### src/rtl/led_pkg.sv
// Shared types and default timing for the addressable-LED frame transmitter.
package led_pkg;

  typedef enum logic [2:0] {
    IDLE,
    FETCH,
    WAIT,
    LOAD,
    HIGH,
    LOW,
    LATCH
  } txstate_t;

  // SPRAM word address width
  localparam int unsigned ADDR_W = 14;

  // Default pulse timing at 48 MHz
  localparam int unsigned DEF_T0H_CYC   = 19;
  localparam int unsigned DEF_T1H_CYC   = 38;
  localparam int unsigned DEF_BIT_CYC   = 60;
  localparam int unsigned DEF_LATCH_CYC = 14400;

  // Width of a counter that must hold values up to max(a,b)-1
  function automatic int unsigned cnt_width(input int unsigned a, input int unsigned b);
    int unsigned m;
    m = (a > b) ? a : b;
    return (m > 1) ? $clog2(m) : 1;
  endfunction

endpackage

### src/rtl/led_bit_timer.sv
// Per-bit cycle counter: times the high phase and the full bit period.
module led_bit_timer
  import led_pkg::*;
#(
  parameter int unsigned T0H_CYC = DEF_T0H_CYC,
  parameter int unsigned T1H_CYC = DEF_T1H_CYC,
  parameter int unsigned BIT_CYC = DEF_BIT_CYC,
  parameter int unsigned CW      = 6
) (
  input  logic clk,
  input  logic rst,
  input  logic go,       // high while a bit is being transmitted
  input  logic bit_val,  // value of the bit being transmitted
  output logic dout_hi,  // high phase continues into the next cycle
  output logic bit_end   // this is the final cycle of the bit period
);

  logic [CW-1:0] cnt_q, cnt_d;
  logic [CW-1:0] hi_last;

  // Last counter value of the high phase for the current bit
  always_comb begin
    hi_last = bit_val ? CW'(T1H_CYC - 1) : CW'(T0H_CYC - 1);
    dout_hi = go && (cnt_q < hi_last);
    bit_end = go && (cnt_q == CW'(BIT_CYC - 1));
    cnt_d   = (!go || bit_end) ? '0 : cnt_q + CW'(1);
  end

  // Counter register, restarts at every bit boundary
  always_ff @(posedge clk or posedge rst) begin
    if (rst) cnt_q <= '0;
    else     cnt_q <= cnt_d;
  end

endmodule

### src/rtl/led_frame_tx.sv
// Reads a frame of 16-bit words from SPRAM and serialises them MSB-first
// onto a single-wire pulse-width coded LED data line, followed by a latch gap.
module led_frame_tx
  import led_pkg::*;
#(
  parameter int unsigned NUM_WORDS = 150,
  parameter int unsigned BASE_ADDR = 0,
  parameter int unsigned T0H_CYC   = DEF_T0H_CYC,
  parameter int unsigned T1H_CYC   = DEF_T1H_CYC,
  parameter int unsigned BIT_CYC   = DEF_BIT_CYC,
  parameter int unsigned LATCH_CYC = DEF_LATCH_CYC
) (
  input  logic              clk,
  input  logic              reset,
  input  logic              start,
  output logic              rd_en,
  output logic [ADDR_W-1:0] rd_addr,
  input  logic [15:0]       rd_data,
  output logic              dout,
  output logic              busy,
  output logic              done
);

  localparam int unsigned CW = cnt_width(BIT_CYC, LATCH_CYC);
  localparam int unsigned WW = (NUM_WORDS > 1) ? $clog2(NUM_WORDS) : 1;

  txstate_t          state_q, state_d;
  logic [15:0]       shreg_q, shreg_d;
  logic [3:0]        bit_cnt_q, bit_cnt_d;
  logic [WW-1:0]     word_cnt_q, word_cnt_d;
  logic [ADDR_W-1:0] rd_addr_q, rd_addr_d;
  logic [CW-1:0]     latch_cnt_q, latch_cnt_d;
  logic              dout_q, dout_d;

  logic bit_go, dout_hi, bit_end;
  logic last_word, latch_last;

  assign bit_go     = (state_q == HIGH) || (state_q == LOW);
  assign last_word  = (word_cnt_q == WW'(NUM_WORDS - 1));
  assign latch_last = (latch_cnt_q == CW'(LATCH_CYC - 1));

  led_bit_timer #(
    .T0H_CYC (T0H_CYC),
    .T1H_CYC (T1H_CYC),
    .BIT_CYC (BIT_CYC),
    .CW      (CW)
  ) u_bit_timer (
    .clk     (clk),
    .rst     (reset),
    .go      (bit_go),
    .bit_val (shreg_q[15]),
    .dout_hi (dout_hi),
    .bit_end (bit_end)
  );

  // State register
  always_ff @(posedge clk or posedge reset) begin
    if (reset) state_q <= IDLE;
    else       state_q <= state_d;
  end

  // Next-state logic
  always_comb begin
    state_d = state_q;
    unique case (state_q)
      IDLE:  if (start) state_d = FETCH;
      FETCH: state_d = WAIT;
      WAIT:  state_d = LOAD;
      LOAD:  state_d = HIGH;
      HIGH:  if (!dout_hi) state_d = LOW;
      LOW: begin
        if (bit_end) begin
          if (bit_cnt_q != 4'd0) state_d = HIGH;
          else if (!last_word)   state_d = FETCH;
          else                   state_d = LATCH;
        end
      end
      LATCH: if (latch_last) state_d = IDLE;
      default: state_d = IDLE;
    endcase
  end

  // Output decode; busy drops in the same cycle done pulses
  always_comb begin
    rd_en = (state_q == FETCH);
    done  = (state_q == LATCH) && latch_last;
    busy  = (state_q != IDLE) && !done;
  end

  // Datapath next-state: shift register, bit/word/address and latch counters
  always_comb begin
    shreg_d     = shreg_q;
    bit_cnt_d   = bit_cnt_q;
    word_cnt_d  = word_cnt_q;
    rd_addr_d   = rd_addr_q;
    latch_cnt_d = latch_cnt_q;
    unique case (state_q)
      IDLE: begin
        if (start) begin
          word_cnt_d = '0;
          rd_addr_d  = ADDR_W'(BASE_ADDR);
        end
      end
      LOAD: begin
        shreg_d   = rd_data;
        bit_cnt_d = 4'd15;
      end
      LOW: begin
        if (bit_end) begin
          if (bit_cnt_q != 4'd0) begin
            shreg_d   = {shreg_q[14:0], 1'b0};
            bit_cnt_d = bit_cnt_q - 4'd1;
          end else if (!last_word) begin
            word_cnt_d = word_cnt_q + WW'(1);
            rd_addr_d  = rd_addr_q + ADDR_W'(1);
          end else begin
            latch_cnt_d = '0;
          end
        end
      end
      LATCH: latch_cnt_d = latch_last ? '0 : latch_cnt_q + CW'(1);
      default: ;
    endcase
  end

  // dout is registered from the next state so it tracks HIGH exactly, glitch-free
  assign dout_d = (state_d == HIGH);

  // Datapath registers
  always_ff @(posedge clk or posedge reset) begin
    if (reset) begin
      shreg_q     <= '0;
      bit_cnt_q   <= '0;
      word_cnt_q  <= '0;
      rd_addr_q   <= ADDR_W'(BASE_ADDR);
      latch_cnt_q <= '0;
      dout_q      <= 1'b0;
    end else begin
      shreg_q     <= shreg_d;
      bit_cnt_q   <= bit_cnt_d;
      word_cnt_q  <= word_cnt_d;
      rd_addr_q   <= rd_addr_d;
      latch_cnt_q <= latch_cnt_d;
      dout_q      <= dout_d;
    end
  end

  assign rd_addr = rd_addr_q;
  assign dout    = dout_q;

endmodule
### config.mk
export PLATFORM = sky130hd
export DESIGN_NAME = led_frame_tx
export DESIGN_NICKNAME = d
export VERILOG_FILES = /design/src/rtl/led_pkg.sv /design/src/rtl/led_bit_timer.sv /design/src/rtl/led_frame_tx.sv
export SDC_FILE = /design/constraint.sdc
export NUM_CORES = 1
export LEC_CHECK = 0
export CORE_MARGIN = 4
export CORE_UTILIZATION = 45
export CTS_CLUSTER_DIAMETER = 40
export CTS_CLUSTER_SIZE = 30
export DETAILED_ROUTE_END_ITERATION = 10
export MAX_ROUTING_LAYER = met4
export PLACE_DENSITY = 0.63
export SLEW_MARGIN = 10
export SYNTH_ARGS = -nofsm -noshare
export SYNTH_HDL_FRONTEND = slang
export SYNTH_SLANG_ARGS = --single-unit
export TNS_END_PERCENT = 30
### constraint.sdc
create_clock -name clk -period 3.1 [get_ports clk]
set_clock_uncertainty 0.15 [all_clocks]
set_input_delay 0.775 -clock clk [delete_from_list [all_inputs] [get_ports clk]]
set_output_delay 0.775 -clock clk [all_outputs]
set_load 0.01 [all_outputs]
==> summary.txt <==
Layout
  – Area Growth Syn to Fin: 18.0%
  – Share of layout cells above drive strength 1: approximately 12%
  – Core Util, Final: 54.3%
  – Fillers: 801
  – Final net count: just under 500
  – Flip-flop and latch area: roughly 0.0019 mm²
  – Number of diodes: 0
  – Multi-input gate area in the final layout: 0.00201 mm²
  – Finished Cell Area: 0.00471 mm²

Global routing
  – Grt ovf: 0
  – Overall Global Routing Usage: a little under a fifth
  – Initial antenna violation count: 0
  – Vias in the first global route: 3146
  – First-pass GRT wire length: 14.7 mm
  – Largest net degree at the start of global routing: 47

STA
  – Max-slew violations: 0
  – RSZ-0062 raised after global routing: no
  – Relative slew slack: 31.1%
  – PnR worst setup slack: 88.2 ps
  – Tightest Pin Transition: 1030 ps
  – Final Hold Viols: 0
  – Final setup vio count: 0
  – Period minus WS final: 3010 ps
  – Final period utilization: 97.2%
  – Fin Setup TNS: 0 ps
  – Fmax: 332 MHz

Power
  – Power Dens Cells: 551 mW/mm²
  – Pwr Total: 2590 µW
  – Leak: between 0.0015 and 0.002 µW
  – Max VDD drop: 0.273 mV

Worst setup path
  – Critical Path RT: around 2200 ps
  – Worst-path fanout max: 5
  – CP Class: flop to output pin
  – Worst setup SP type: flop
  – Data arrival, critical path: 2090 ps
  – CP endpoint kind: output pin

Route
  – Post-route ant nets: 0
  – Via Count: roughly 3300
  – Routed length per instance: 14.7 µm
  – DR pass1 iterations: 7
  – Mean number of vias per cell: 5.64
  – Post-route DRC: 0
  – Initial DRC Count: 142
  – Final wirelength: between 8 and 9 mm

Clocking
  – Hold_buf cts: 0
  – Clk Latency, worst-skew pair: between 300 and 400 ps
  – Htree depth: 3
  – Postcts setup bufs: 0
  – Clock Sinks: 74
  – CTS max path bufs: 2
  – CTS tree: yes
  – Clock buffers created by TritonCTS: 9
  – Clock transition at path regs: approximately 80 ps
  – Root buf cell: clkbuf_8

Logic synthesis
  – Top cell type's share of synthesized area: 46.4%
  – Fraction of the yosys area taken by sequential cells: 46.4%
  – Synth area leader: dfrtp_1
  – Largest cells by area after synthesis: dfrtp_1, nor2_1, nand2_1, o221a_2, xnor2_1
  – Cell area after synthesis: 0.00399 mm²
  – Yosys warnings: 0
  – Post-synth top cells: dfrtp_1, nor2_1, nand2_1
  – Most numerous cell in the Yosys netlist: dfrtp_1
  – Dominant synthesized flop cell: dfrtp_1
  – EDFF count, synth: 0
  – Post-synth net total: ~450
  – Async set-reset flop share out of synthesis: 100%
  – Syn Area/Cell: 9.44 µm²
  – Synthesized netlist cell count: 423
  – #FFs+latches synth: 74
  – Unique masters post-synth: 52

Hold path
  – Hold Path Class: flop to flop

Die
  – Die Ht: 102 µm
  – Die area: 0.0104 mm²
  – I/O Pins: 37
  – Std cell rows: 34
  – Core ar.: 0.00868 mm²
  – Die width: 102 µm
  – Starting Density: between 40% and 50%

Flow run
  – Maxcap violations: 0

Placed design
  – Post-Place Setup Slack: between 200 and 250 ps
  – Routability cong.: roughly 0.81
  – Post-DP HPWL: 5.92 mm
  – Area after DPL: 0.00451 mm²
  – # port buffers: 36

Status
  – Status: finished, final reports clean
## sequential cells by signal (all words and copies together), names as in the netlist
| register | flops |
|---|---|
| shreg_q | 16 |
| latch_cnt_q | 14 |
| rd_addr | 14 |
| u_bit_timer.cnt_q | 14 |
| word_cnt_q | 8 |
| bit_cnt_q | 4 |
| state_q | 3 |
| dout | 1 |
## metal layers
metal | up-vias | wire length [µm] | track usage [%]
met1 | 1582 | 4100 | 24.1
met4 | 0 | 171 | 7.16
li1 | 1609 | - | -
met2 | 49 | 3940 | 28.1
met5 | - | 0 | -
met3 | 13 | 285 | 3.00
## power breakdown
group / switching (µW) / total (µW) / leakage (µW) / internal, µW
Combinational: 317 / 607 / 0.000953 / 290
Clock: 371 / 765 / 0.0000945 / 393
Sequential: 121 / 1220 / 0.000867 / 1100
## worst paths after layout
kind	end	slack [ps]	cells past startpoint	start
max in group asynchronous	latch_cnt_q[13]	1800	3	reset
hold reg to reg	u_bit_timer.cnt_q[0]	370	1	u_bit_timer.cnt_q[0]
min in group asynchronous	shreg_q[10]	460	2	reset
hold / removal	u_bit_timer.cnt_q[0]	370	1	u_bit_timer.cnt_q[0]
setup / recovery	done	90	4	latch_cnt_q[8]
setup reg to reg	bit_cnt_q[3]	420	6	u_bit_timer.cnt_q[10]
## per-stage QoR
step | std cells | hold WS, ps
floorplan | 423 | 310
global placement | 561 | 348
detailed placement | 561 | 353
CTS | 577 | 365
global route | 577 | 390
finish | 577 | 365
## critical path: stages, from the launching register on
cell	delay (ps)
dfrtp_1	430
or4_4	560
nor4_4	270
nor2b_1	200
dlygate4sd2_1	290
## cell type report
class | instances | area share [%]
Clock inverter | 6 | 1.41
Timing Repair Buffer | 50 | 10.0
Multi-Input combinational cell | 319 | 42.7
Sequential cell | 74 | 39.3
Tap cell | 108 | 2.87
Inverter | 10 | 0.797
Clock buffer | 10 | 2.92
## placed cells by master, fill, tap and decap left out, drive strengths merged, types with 12 or more instances in the layout
| master | Yosys | layout |
|---|---|---|
| dfrtp | 74 | 74 |
| nor2 | 56 | 56 |
| nand2 | 46 | 46 |
| clkdlybuf4s50 | 0 | 34 |
| nand3 | 26 | 26 |
| o21ai | 23 | 23 |
| xnor2 | 16 | 16 |
| o221a | 15 | 15 |
| nor3 | 14 | 14 |
| buf | 6 | 14 |
| a21oi | 12 | 12 |
## cell families after synthesis
family	share of synthesized area, %
DFF	46.4
xor gates and xnor gates	5.05
adders and majority gates	3.45
muxes	0.533
buffers and inverters	3.32
and+or+nand+nor	26.3
AOI/OAI and AO/OA	14.9
## what timing repair did
item                                    CTS  global route
endpoints found under the setup margin    2             1
endpoints found under the hold margin     0             0
pin swaps                                 0             1
resized for setup                         2             3
No activity file was read; power rests on OpenSTA's default activity.
